--- src/rtl/soc_io_pkg.sv ---
// Shared definitions for the SoC I/O port: register map, STATUS bit layout and bus FSM states.
package soc_io_pkg;

  localparam int unsigned OFF_OPR1   = 0;
  localparam int unsigned OFF_OPR2   = 1;
  localparam int unsigned OFF_RESULT = 2;
  localparam int unsigned OFF_STATUS = 3;

  localparam int unsigned STAT_OPR_CHANGED   = 0;
  localparam int unsigned STAT_RESULT_WRITTEN = 1;
  localparam int unsigned STAT_W              = 2;

  typedef enum logic {
    IDLE,
    ACK
  } bus_state_e;

endpackage

--- src/rtl/io_sync_reg.sv ---
// Multi-flop synchroniser feeding an operand register; flags when the register takes a new value.
module io_sync_reg #(
  parameter int unsigned Width  = 8,
  parameter int unsigned Stages = 2
) (
  input  logic             clk_i,
  input  logic             reset_i,
  input  logic [Width-1:0] d_i,
  output logic [Width-1:0] q_o,
  output logic             changed_o
);

  logic [Stages-1:0][Width-1:0] sync_q;
  logic [Width-1:0]             q_q;

  always_ff @(posedge clk_i) begin
    if (reset_i) begin
      sync_q <= '0;
      q_q    <= '0;
    end else begin
      sync_q[0] <= d_i;
      for (int unsigned i = 1; i < Stages; i++) begin
        sync_q[i] <= sync_q[i-1];
      end
      q_q <= sync_q[Stages-1];
    end
  end

  assign q_o       = q_q;
  // High on the cycle whose edge loads a different value into the operand register.
  assign changed_o = (sync_q[Stages-1] != q_q);

endmodule

--- src/rtl/soc_io_port.sv ---
// Memory-mapped responder linking the CPU load/store bus to the external operand and result pins.
module soc_io_port
  import soc_io_pkg::*;
#(
  parameter int unsigned ADDR_W      = 4,
  parameter int unsigned DATA_W      = 32,
  parameter int unsigned SYNC_STAGES = 2
) (
  input  logic              base_clk,
  input  logic              reset,
  input  logic              bus_req,
  input  logic              bus_we,
  input  logic [ADDR_W-1:0] bus_addr,
  input  logic [DATA_W-1:0] bus_wdata,
  output logic [DATA_W-1:0] bus_rdata,
  output logic              bus_ack,
  input  logic [7:0]        opr1,
  input  logic [7:0]        opr2,
  output logic [15:0]       result,
  output logic              result_strobe
);

  localparam int unsigned IdxW = ADDR_W - 2;

  bus_state_e          state_q, state_d;
  logic [DATA_W-1:0]   rdata_q, rdata_d;
  logic [15:0]         result_q, result_d;
  logic                strobe_q, strobe_d;
  logic [STAT_W-1:0]   status_q, status_d;

  logic [7:0]          opr1_q, opr2_q;
  logic                opr1_chg, opr2_chg;
  logic [IdxW-1:0]     idx;
  logic                accept;

  io_sync_reg #(.Width(8), .Stages(SYNC_STAGES)) u_sync_opr1 (
    .clk_i     (base_clk),
    .reset_i   (reset),
    .d_i       (opr1),
    .q_o       (opr1_q),
    .changed_o (opr1_chg)
  );

  io_sync_reg #(.Width(8), .Stages(SYNC_STAGES)) u_sync_opr2 (
    .clk_i     (base_clk),
    .reset_i   (reset),
    .d_i       (opr2),
    .q_o       (opr2_q),
    .changed_o (opr2_chg)
  );

  assign idx    = bus_addr[ADDR_W-1:2];
  assign accept = (state_q == IDLE) && bus_req;

  always_comb begin
    state_d  = state_q;
    rdata_d  = rdata_q;
    result_d = result_q;
    strobe_d = 1'b0;
    status_d = status_q;

    unique case (state_q)
      IDLE: begin
        if (bus_req) begin
          state_d = ACK;
          rdata_d = '0;
          if (idx == IdxW'(OFF_OPR1)) begin
            if (!bus_we) rdata_d = DATA_W'(opr1_q);
          end else if (idx == IdxW'(OFF_OPR2)) begin
            if (!bus_we) rdata_d = DATA_W'(opr2_q);
          end else if (idx == IdxW'(OFF_RESULT)) begin
            if (bus_we) begin
              result_d = bus_wdata[15:0];
              strobe_d = 1'b1;
              status_d[STAT_RESULT_WRITTEN] = 1'b1;
            end else begin
              rdata_d = DATA_W'(result_q);
            end
          end else if (idx == IdxW'(OFF_STATUS)) begin
            if (bus_we) status_d = status_q & ~bus_wdata[STAT_W-1:0];
            else        rdata_d  = DATA_W'(status_q);
          end
        end
      end
      ACK:     state_d = IDLE;
      default: state_d = IDLE;
    endcase

    // Set events are applied after any W1C clear so a coincident set wins.
    if (opr1_chg || opr2_chg) status_d[STAT_OPR_CHANGED] = 1'b1;
    if (accept && bus_we && (idx == IdxW'(OFF_RESULT))) status_d[STAT_RESULT_WRITTEN] = 1'b1;
  end

  always_ff @(posedge base_clk) begin
    if (reset) begin
      state_q  <= IDLE;
      rdata_q  <= '0;
      result_q <= '0;
      strobe_q <= 1'b0;
      status_q <= '0;
    end else begin
      state_q  <= state_d;
      rdata_q  <= rdata_d;
      result_q <= result_d;
      strobe_q <= strobe_d;
      status_q <= status_d;
    end
  end

  assign bus_ack       = (state_q == ACK);
  assign bus_rdata     = bus_ack ? rdata_q : '0;
  assign result        = result_q;
  assign result_strobe = strobe_q;

  logic unused_bits;
  assign unused_bits = ^{bus_addr[1:0], bus_wdata[DATA_W-1:16]};

endmodule
--- config.mk ---
export PLATFORM = sky130hd
export DESIGN_NAME = soc_io_port
export DESIGN_NICKNAME = d
export VERILOG_FILES = /design/src/rtl/soc_io_pkg.sv /design/src/rtl/io_sync_reg.sv /design/src/rtl/soc_io_port.sv
export SDC_FILE = /design/constraint.sdc
export NUM_CORES = 1
export LEC_CHECK = 0
export ABC_AREA = 1
export CAP_MARGIN = 20
export CORE_ASPECT_RATIO = 1.25
export CORE_MARGIN = 2
export CORE_UTILIZATION = 41
export CTS_BUF_LIST = sky130_fd_sc_hd__clkbuf_4 sky130_fd_sc_hd__clkbuf_8 sky130_fd_sc_hd__clkbuf_16
export CTS_CLUSTER_SIZE = 28
export DETAILED_ROUTE_END_ITERATION = 8
export PLACE_DENSITY = 0.75
export SLEW_MARGIN = 5
export SYNTH_ARGS = -nofsm -noshare
export SYNTH_HDL_FRONTEND = slang
export SYNTH_SLANG_ARGS = --single-unit
--- constraint.sdc ---
create_clock -name base_clk -period 1.2 [get_ports base_clk]
set_clock_uncertainty 0.05 [all_clocks]
set_input_delay 0.24 -clock base_clk [delete_from_list [all_inputs] [get_ports base_clk]]
set_output_delay 0.24 -clock base_clk [all_outputs]
set_load 0.005 [all_outputs]
* Word level (Yosys, flattened, before mapping)
Index checks and enable logic that the tools add are counted.
** Storage, ports and cells
- Flip-flop bits (word level) :: 100
- Latch bits :: 0
- Bits in writable memories :: 0
- Memory bits (read-only) :: 0
- Bits of input ports :: 56
- Output and inout port bits :: 50
- Word-level logic and storage cells :: 71
- Memories :: 0
** Cells by class
- Add/subtract/negate cells :: 0
- $mul :: 0
- Divide/modulo/power cells :: 0
- $lt $le $gt $ge :: 0
- Eq/ne operators :: 14
- Shift-type cells :: 0
- Mux-type cells :: 23
- Bitwise operators :: 7
- Reductions and logical operators :: 15
** Operators by type and width (number)
- 2-to-1 mux 32 bit :: 4
- 2-to-1 mux 16 bit :: 1
- 2-to-1 mux 2 bit :: 8
- 2-to-1 mux 8 bit :: 2
- inequality test 8 bit :: 2
- AND reduction 7 bit :: 2
- inequality test 2 x 1 -> 1 bit (second input constant) :: 6
- nonzero test 2 bit :: 4
- 2-to-1 mux 1 bit :: 7
- inequality test 3 x 2 -> 1 bit (second input constant) :: 2
- AND reduction 6 bit :: 1
- OR reduction 6 bit :: 1
- NOT 1 bit :: 5
- equality test 2 bit (second input constant) :: 2
- logical AND 1 bit :: 3
- nonzero test 3 bit :: 1
- bitwise AND 2 bit :: 1
- equality test 2 x 1 -> 1 bit (second input constant) :: 1
- logical NOT 2 bit :: 1
- inequality test 2 bit (second input constant) :: 1
- NOT 2 bit :: 1
- one-hot mux 1 bit (2 select lines) :: 1
- AND reduction 2 bit :: 1
- logical OR 1 bit :: 1

* Logic depth before layout (Yosys ltp)
Gate-level depths: netlist of the first run.
- Depth in word-level cells :: 10
- Mapped depth :: 9

* Cells and area by module
Synthesis of the first run repeated with hierarchy kept, for this count alone.
** Second synthesis, totals
- Cells, all modules :: 464
- Area, all modules :: 3398.3 um2
** By module, submodules not included
- soc_io_port :: instances 1, cells an instance 268, area an instance 1801.7 um2
- io_sync_reg :: instances 2, cells an instance 98, area an instance 798.3 um2

* Worst setup path after synthesis of the first run
No wires, ideal clock.
- Kind :: register to register
- From :: register state_q, in the netlist bus_ack
- To :: register result_q[11], in the netlist result[11]
- Setup time :: 0.113 ns
- Arrival :: 1.087 ns
- Data required time :: 1.037 ns
- Slack :: -0.050 ns
- Stages on the path, launching flop included :: 8
- Buffers on the path :: 3
- Period minus slack after synthesis :: 1.250 ns
- Cells stage by stage :: dfxtp_1 buf_6 nor2_8 nand3_2 buf_6 buf_8 o21ai_1 nor2_1
** Between the ends
- Word-level cells in the longest chain between the ends :: 2
** RTL lines
- start, declared :: RTL line soc_io_port.sv:25 : bus_state_e state_q, state_d;
- start signal, assigned :: RTL line soc_io_port.sv:102 : state_q <= state_d;
- NOT 1 bit (no line)
- AND reduction 6 bit (no line)
- end signal, assigned :: RTL line soc_io_port.sv:104 : result_q <= result_d;
- end, declared :: RTL line soc_io_port.sv:27 : logic [15:0] result_q, result_d;
Every way passes these cells.
A chain may end at the register's enable or synchronous reset.

* Final worst setup path of the first run
- From :: register state_q, in the netlist bus_ack
- To :: register result_q[9], in the netlist result[9]
Same word-level chain as after synthesis.

==> results.py, run 1 <==
metrics = {
    "outcome": {
        "outcome": "complete, but fails checks",
        "violations": "setup timing",
    },
    "cells_and_area": {
        "regArea_um2": 1710,
        "nFillCells": 699,
        "mostFrequentLayoutCells": "nor2_1 (82), dfxtp_1 (66), nand2_1 (65)",
        "layout.cells.non_filler": 652,
        "final_cell_area_um2": 4730,
        "drive_above_1_share_pct": 30.2,
        "final_common_cell": "nor2_1",
        "nets": 608,
        "area_delta_synth_final_pct": 42.7,
        "diodes": 0,
        "multi_input_area_um2": 1320,
    },
    "cts": {
        "clk_pin_slew_ns": 0.08,
        "clock_sinks": 84,
        "htreeDepth": 3,
        "postCtsHoldBufs": 0,
        "root_buffer": "clkbuf_8",
        "clk_path_buf_depth": 2,
        "cts_tree": "built",
        "cts_made_buffers": 9,
        "clkLatencyLatePin_ns": 0.36,
    },
    "power": {
        "power_density_nw_per_um2": 1180,
        "p_leak_nw": 2.30,
        "irDropWorstVdd_mv": 0.847,
    },
    "floorplanning": {
        "dieArea_um2": 8810,
        "core_um2": 7840,
        "fp.dieW_um": 84.4,
        "fp-row-count": 36,
        "start_util_pct": 42.2,
        "io_pins": 106,
        "die_y_um": 104,
    },
    "logic_synthesis": {
        "synth_cell_types": 26,
        "synthDominantCellAreaShare_pct": 50.8,
        "yosys_register_bits": 84,
        "synth_cells": 441,
        "avgSynthCellArea_um2": 7.51,
        "synth_warnings": 0,
        "synth_area_um2": 3310,
        "synth_top_area_cell": "dfxtp_1",
        "yosysSeqAreaShare_pct": 50.8,
        "netlist_top_cells_area": "dfxtp_1 (51%), nor2_1 (9.6%), nand2_1 (9.1%), inv_1 (8.6%), o21ai_0 (4.1%)",
    },
    "global_route": {
        "grt_max_degree": 37,
        "grt_overflow": 0,
        "grt_pass1_vias": 2738,
        "antenna_found_initial": 0,
        "grt_pass1_wl_um": 12200,
        "track_usage_pct": 17.3,
    },
    "critical_path": {
        "crit_fanout": 6,
        "end_kind": "flip-flop",
        "crit_arrival_ns": 1.69,
        "reg2reg_from": "bus_ack",
        "r2r_setup_slack_ns": -0.29,
        "critPathKind": "flip-flop to flip-flop",
        "worst_r2r_path_depth": 8,
        "crit_path_start_kind": "flip-flop",
        "cp.required_ns": 1.40,
        "r2r_end": "result[9]",
    },
    "min_path": {
        "hold_end": "status_q[1]",
        "hold_depth": 3,
        "hp-start": "reset",
        "min_path_type": "primary input to flip-flop",
    },
    "timing": {
        "rsz0062_at_grt": "true",
        "timing.final.crit_period_ns": 1.49,
        "clock.fmax_ghz": 0.669,
        "finalSetupViolCount": 53,
        "drv_slew": 0,
        "finalHoldViolCount": 0,
        "min_period_over_period_pct": 125,
        "fin_ws_ns": -0.294,
    },
    "route": {
        "drc": 0,
        "drt_iter0_drc": 118,
        "routed_wirelength_um": 7590,
        "vias_per_cell": 4.49,
        "num_vias": 2930,
        "antenna_left": 0,
        "wl_per_cell_um": 11.6,
        "drtPass1Iterations": 4,
    },
    "placement": {
        "dp_cells": 611,
        "placed_cell_area_um2": 4140,
        "globalplace.congestion": 0.874,
        "dp_hpwl_um": 5000,
        "io_buffer_count": 71,
    },
    "run": {
        "drv_cap": 0,
    },
}
[critical path, cell delays in order (launching register included)]
cell	delay, ns
dfxtp_4	0.37
buf_6	0.12
buf_6	0.11
buf_6	0.12
nor2_8	0.12
nand3_4	0.15
buf_6	0.17
o21ai_2	0.13
nor2_1	0.04
[cells in the mapped netlist]
cell type and number:
buf_6 4, conb_1 1, a31oi_1 7, dfxtp_1 84
buf_4 16, nor2_4 1, clkbuf_1 4, buf_1 6
o21ai_1 5, nor2_8 1, nor3_2 1, nor2_1 85
nor2_2 1, o21ai_0 27, a21oi_1 17, nand2_1 80
a21oi_2 1, buf_2 2, inv_1 76, nand3_1 4
nand3_2 1, o21ai_2 1, buf_8 1, and2_0 1
inv_2 4, xnor2_1 10
[stage by stage]
stage	power, mW	setup TNS, ns	worst slack (ns)	hold slack (ns)	utilization [%]
2_1_floorplan	3.36	-0.110	-0.0205	0.297	-
3_5_place_dp	3.61	-18.77	-0.480	0.342	52.9
3_3_place_gp	3.59	-17.94	-0.452	0.339	52.9
4_1_cts	5.61	-12.66	-0.317	0.211	58.9
6_report	5.60	-12.09	-0.294	0.230	60.3
5_1_grt	5.84	-15.34	-0.364	0.252	60.3
[where the power goes]
part | total [mW] | internal [mW] | switching, mW | leakage [nW]
sequential | 2.98 | 2.91 | 0.0752 | 0.698
clock | 1.91 | 0.928 | 0.983 | 0.0948
combinational | 0.705 | 0.366 | 0.339 | 1.51
total | 5.60 | 4.20 | 1.40 | 2.30
[state kept, by name, indices dropped and copies added, names as in the netlist]
name / flops
rdata_q: 16
result: 16
u_sync_opr1.sync_q: 16
u_sync_opr2.sync_q: 16
u_sync_opr1.q_o: 8
u_sync_opr2.q_o: 8
status_q: 2
bus_ack: 1
result_strobe: 1
[worst max path at each step]
stage	startpoint	to	slack (ns)	cells past startpoint
after global placement	bus_addr[2]	rdata_q[1]	-0.45	9
after global routing	bus_ack	result[8]	-0.36	8
after detailed placement	bus_addr[2]	rdata_q[1]	-0.48	9
final	bus_ack	result[9]	-0.29	8
after CTS	bus_ack	result[6]	-0.32	8
after floorplan	bus_ack	result[11]	-0.02	7
[logic make-up after synthesis]
logic type                count (synthesis)  share of synthesized area [%]
AOI/OAI and AO/OA                        58                           9.26
xor gates and xnor gates                 10                           2.65
buffers and inverters                   113                           15.9
DFF                                      84                           50.8
other                                     1                          0.113
and+or+nand+nor                         175                           21.2
[metal layers]
layer	share of wire, %	GRT usage [%]	wire, µm	up-vias
met5	0	0	0	-
met4	3.1	8.96	235	0
met3	5.5	3.73	418	18
met2	53	31.6	4020	91
met1	38	18.3	2920	1318
li1	-	-	-	1503
[repair_timing]
item,CTS,global route
gates cloned,3,0
setup endpoints to repair,69,62
buffers inserted,18,4
pin swaps,16,8
gates resized for setup,194,41
[layout make-up]
| cell class | count | share of cell area, % |
|---|---|---|
| flip-flops and latches | 84 | 36.1 |
| clock buffers | 12 | 3.49 |
| inverters | 80 | 6.57 |
| repair buffers | 118 | 22.7 |
| clock inverters | 4 | 0.688 |
| multi-input cells | 259 | 27.9 |
| well taps | 95 | 2.52 |
(Power assumes the default switching activity.)
==> inputs of run 2 (changes only) <==
--- a/config.mk
+++ b/config.mk
@@ -13,6 +13,7 @@
 export CTS_BUF_LIST = sky130_fd_sc_hd__clkbuf_4 sky130_fd_sc_hd__clkbuf_8 sky130_fd_sc_hd__clkbuf_16
 export CTS_CLUSTER_SIZE = 28
 export DETAILED_ROUTE_END_ITERATION = 8
+export GPL_ROUTABILITY_DRIVEN = 0
 export PLACE_DENSITY = 0.75
 export SLEW_MARGIN = 5
 export SYNTH_ARGS = -nofsm -noshare
==> results of run 2 <==
No change in the layout: final DEF, timing and power equal those of run 1.
==> inputs of run 3 (changes only) <==
--- a/config.mk
+++ b/config.mk
@@ -5,11 +5,11 @@
 export SDC_FILE = /design/constraint.sdc
 export NUM_CORES = 1
 export LEC_CHECK = 0
-export ABC_AREA = 1
+export ABC_CLOCK_PERIOD_IN_PS = 1200
 export CAP_MARGIN = 20
 export CORE_ASPECT_RATIO = 1.25
 export CORE_MARGIN = 2
-export CORE_UTILIZATION = 41
+export CORE_UTILIZATION = 40
 export CTS_BUF_LIST = sky130_fd_sc_hd__clkbuf_4 sky130_fd_sc_hd__clkbuf_8 sky130_fd_sc_hd__clkbuf_16
 export CTS_CLUSTER_SIZE = 28
 export DETAILED_ROUTE_END_ITERATION = 8
==> run 3 against run 2 <==
- the run still ends with setup timing left
- count of clock-buffer cells in the layout shrank 3
- core utilization grew 2.3 points
- register-to-register slack lost 0.11 ns
- combinational power shrank 15%
- maximum frequency shrank 7.3%
- highest routed layer unchanged
- critical path depth shrank 3
- critical endpoint is now bus_rdata[7]
- cell area shrank 1.4%
- via count shrank 17%
==> results.py, run 3 <==
metrics = {
    "power": {
        "p_leak_nw": 1.91,
        "finalPower_mw": 5.54,
        "irDropWorstVdd_mv": 0.865,
        "power_density_nw_per_um2": 1190,
    },
    "critical_path": {
        "cp.required_ns": 0.91,
        "crit_fanout": 8,
        "crit_arrival_ns": 1.32,
        "crit_path_start_kind": "flip-flop",
        "critPathKind": "flip-flop to primary output",
        "worst_r2r_path_depth": 7,
        "end_kind": "primary output",
    },
    "outcome": {
        "outcome": "complete, but fails checks",
        "violations": "setup timing",
    },
    "cts": {
        "cts_tree": "built",
        "clkLatencyLatePin_ns": 0.35,
        "htreeDepth": 3,
        "clock_sinks": 84,
        "cts_made_buffers": 9,
        "clk_path_buf_depth": 2,
        "root_buffer": "clkbuf_8",
        "clk_pin_slew_ns": 0.08,
    },
    "logic_synthesis": {
        "synth_cell_types": 25,
        "synth_warnings": 0,
        "yosysSeqAreaShare_pct": 54.2,
        "avgSynthCellArea_um2": 9.94,
        "yosys_register_bits": 84,
        "synth_top_area_cell": "dfxtp_1",
        "ys.flop_type": "dfxtp_1",
        "synth_edf_count": 0,
        "synthDominantCellAreaShare_pct": 54.2,
        "async_flop_share_pct": 0,
        "netlist_top_cells_area": "dfxtp_1 (54%), nor2b_1 (9.9%), xnor2_1 (4.5%), nand2_1 (4.0%), a22oi_1 (3.9%)",
        "synth_cells": 312,
        "synth_area_um2": 3100,
        "netlist_top_cells_count": "dfxtp_1 (84), nor2b_1 (49), nand2_1 (33)",
        "yosysMostFrequentCell": "dfxtp_1",
    },
    "placement": {
        "io_buffer_count": 71,
        "dp_hpwl_um": 4370,
        "dp_cells": 493,
        "post-place-ws_ns": -0.575,
    },
    "cells_and_area": {
        "drive_above_1_share_pct": 38.0,
        "area_delta_synth_final_pct": 50.2,
        "diodes": 0,
        "layout.cells.non_filler": 532,
        "final_common_cell": "dfxtp_1",
        "mostFrequentLayoutCells": "dfxtp_1 (67), nor2b_1 (48), buf_4 (41)",
        "nets": 491,
    },
    "timing": {
        "hold_slack_ns": 0.132,
        "finalSetupViolCount": 53,
        "clock.fmax_ghz": 0.620,
        "drv_slew": 0,
        "fin_ws_ns": -0.412,
        "min_period_over_period_pct": 134,
        "finalHoldViolCount": 0,
        "rsz0062_at_grt": "true",
        "timing.final.crit_period_ns": 1.61,
    },
    "floorplanning": {
        "fp.dieW_um": 82.8,
        "start_util_pct": 41.7,
        "core_um2": 7440,
        "die_y_um": 102,
        "dieArea_um2": 8480,
        "fp-row-count": 35,
        "io_pins": 106,
    },
    "global_route": {
        "grt_overflow": 0,
        "grt_pass1_wl_um": 10200,
        "grt_max_degree": 36,
        "grt_pass1_vias": 2278,
        "antenna_found_initial": 0,
        "track_usage_pct": 15.8,
    },
    "route": {
        "vias_per_cell": 4.57,
        "drtPass1Iterations": 4,
        "antenna_left": 0,
        "routed_wirelength_um": 6710,
        "num_vias": 2430,
        "wl_per_cell_um": 12.6,
        "drt_iter0_drc": 40,
        "drc": 0,
    },
    "min_path": {
        "min_path_type": "primary input to flip-flop",
        "hold_depth": 2,
    },
    "run": {
        "drv_cap": 0,
    },
}
[run 3: metrics by stage]
step	area (µm²)	util [%]	TNS, ns
2_1_floorplan	3180	-	-2.14
3_3_place_gp	4120	55.3	-20.10
3_5_place_dp	4120	55.3	-21.56
4_1_cts	4540	61.0	-17.53
5_1_grt	4660	62.6	-21.31
6_report	4660	62.6	-17.94
[run 3: layout make-up]
class / instances / area, µm²
fill: 601 / 2790
sequential: 84 / 1710
multi-input combinational: 209 / 1420
timing repair buffer: 130 / 1210
clock buffer: 9 / 124
tap: 92 / 115
clock inverter: 7 / 82.6
inverter: 1 / 3.75
[run 3: what timing repair did]
action / in CTS / in global routing
cloned: 1 / 0
setup buffers: 19 / 4
endpoints found under the setup margin: 70 / 64
pin swaps: 26 / 17
gates resized for setup: 157 / 45
hold buffers: 0 / 0
[run 3: kinds of logic after synthesis]
group                     count (synthesis)  synth area share [%]
and+or+nand+nor                         127                  22.1
other                                     1                 0.121
buffers and inverters                    34                  6.90
AOI/OAI and AO/OA                        42                  8.79
DFF                                      84                  54.2
xor gates and xnor gates                 16                  4.52
muxes                                     8                  3.39
[run 3: path summary, 6_finish.rpt]
path                    startpoint                     end  slack [ns]
max                        bus_ack            bus_rdata[7]       -0.41
max reg2reg                bus_ack              result[10]       -0.40
min                          reset   u_sync_opr1.sync_q[6]        0.13
min reg2reg  u_sync_opr2.sync_q[2]  u_sync_opr2.sync_q[10]        0.39
[run 3: where the power goes]
group | internal (mW) | switching (mW)
logic | 0.356 | 0.240
clock network | 0.994 | 1.04
registers | 2.87 | 0.0391
total | 4.22 | 1.32
[run 3: worst max-delay path, stage by stage (launching register included)]
cell and delay, ns:
dfxtp_4 0.35, buf_4 0.13, buf_6 0.11, buf_12 0.12, and2_1 0.14, buf_2 0.13
[run 3: routing by layer]
layer  track usage (%)  vias up  share of wire, %
met2              28.4       80                53
met1              17.2     1103                39
met4              6.31        0               1.9
li1                  -     1234                 -
met5                 0        -                 0
met3              4.68       13               6.5
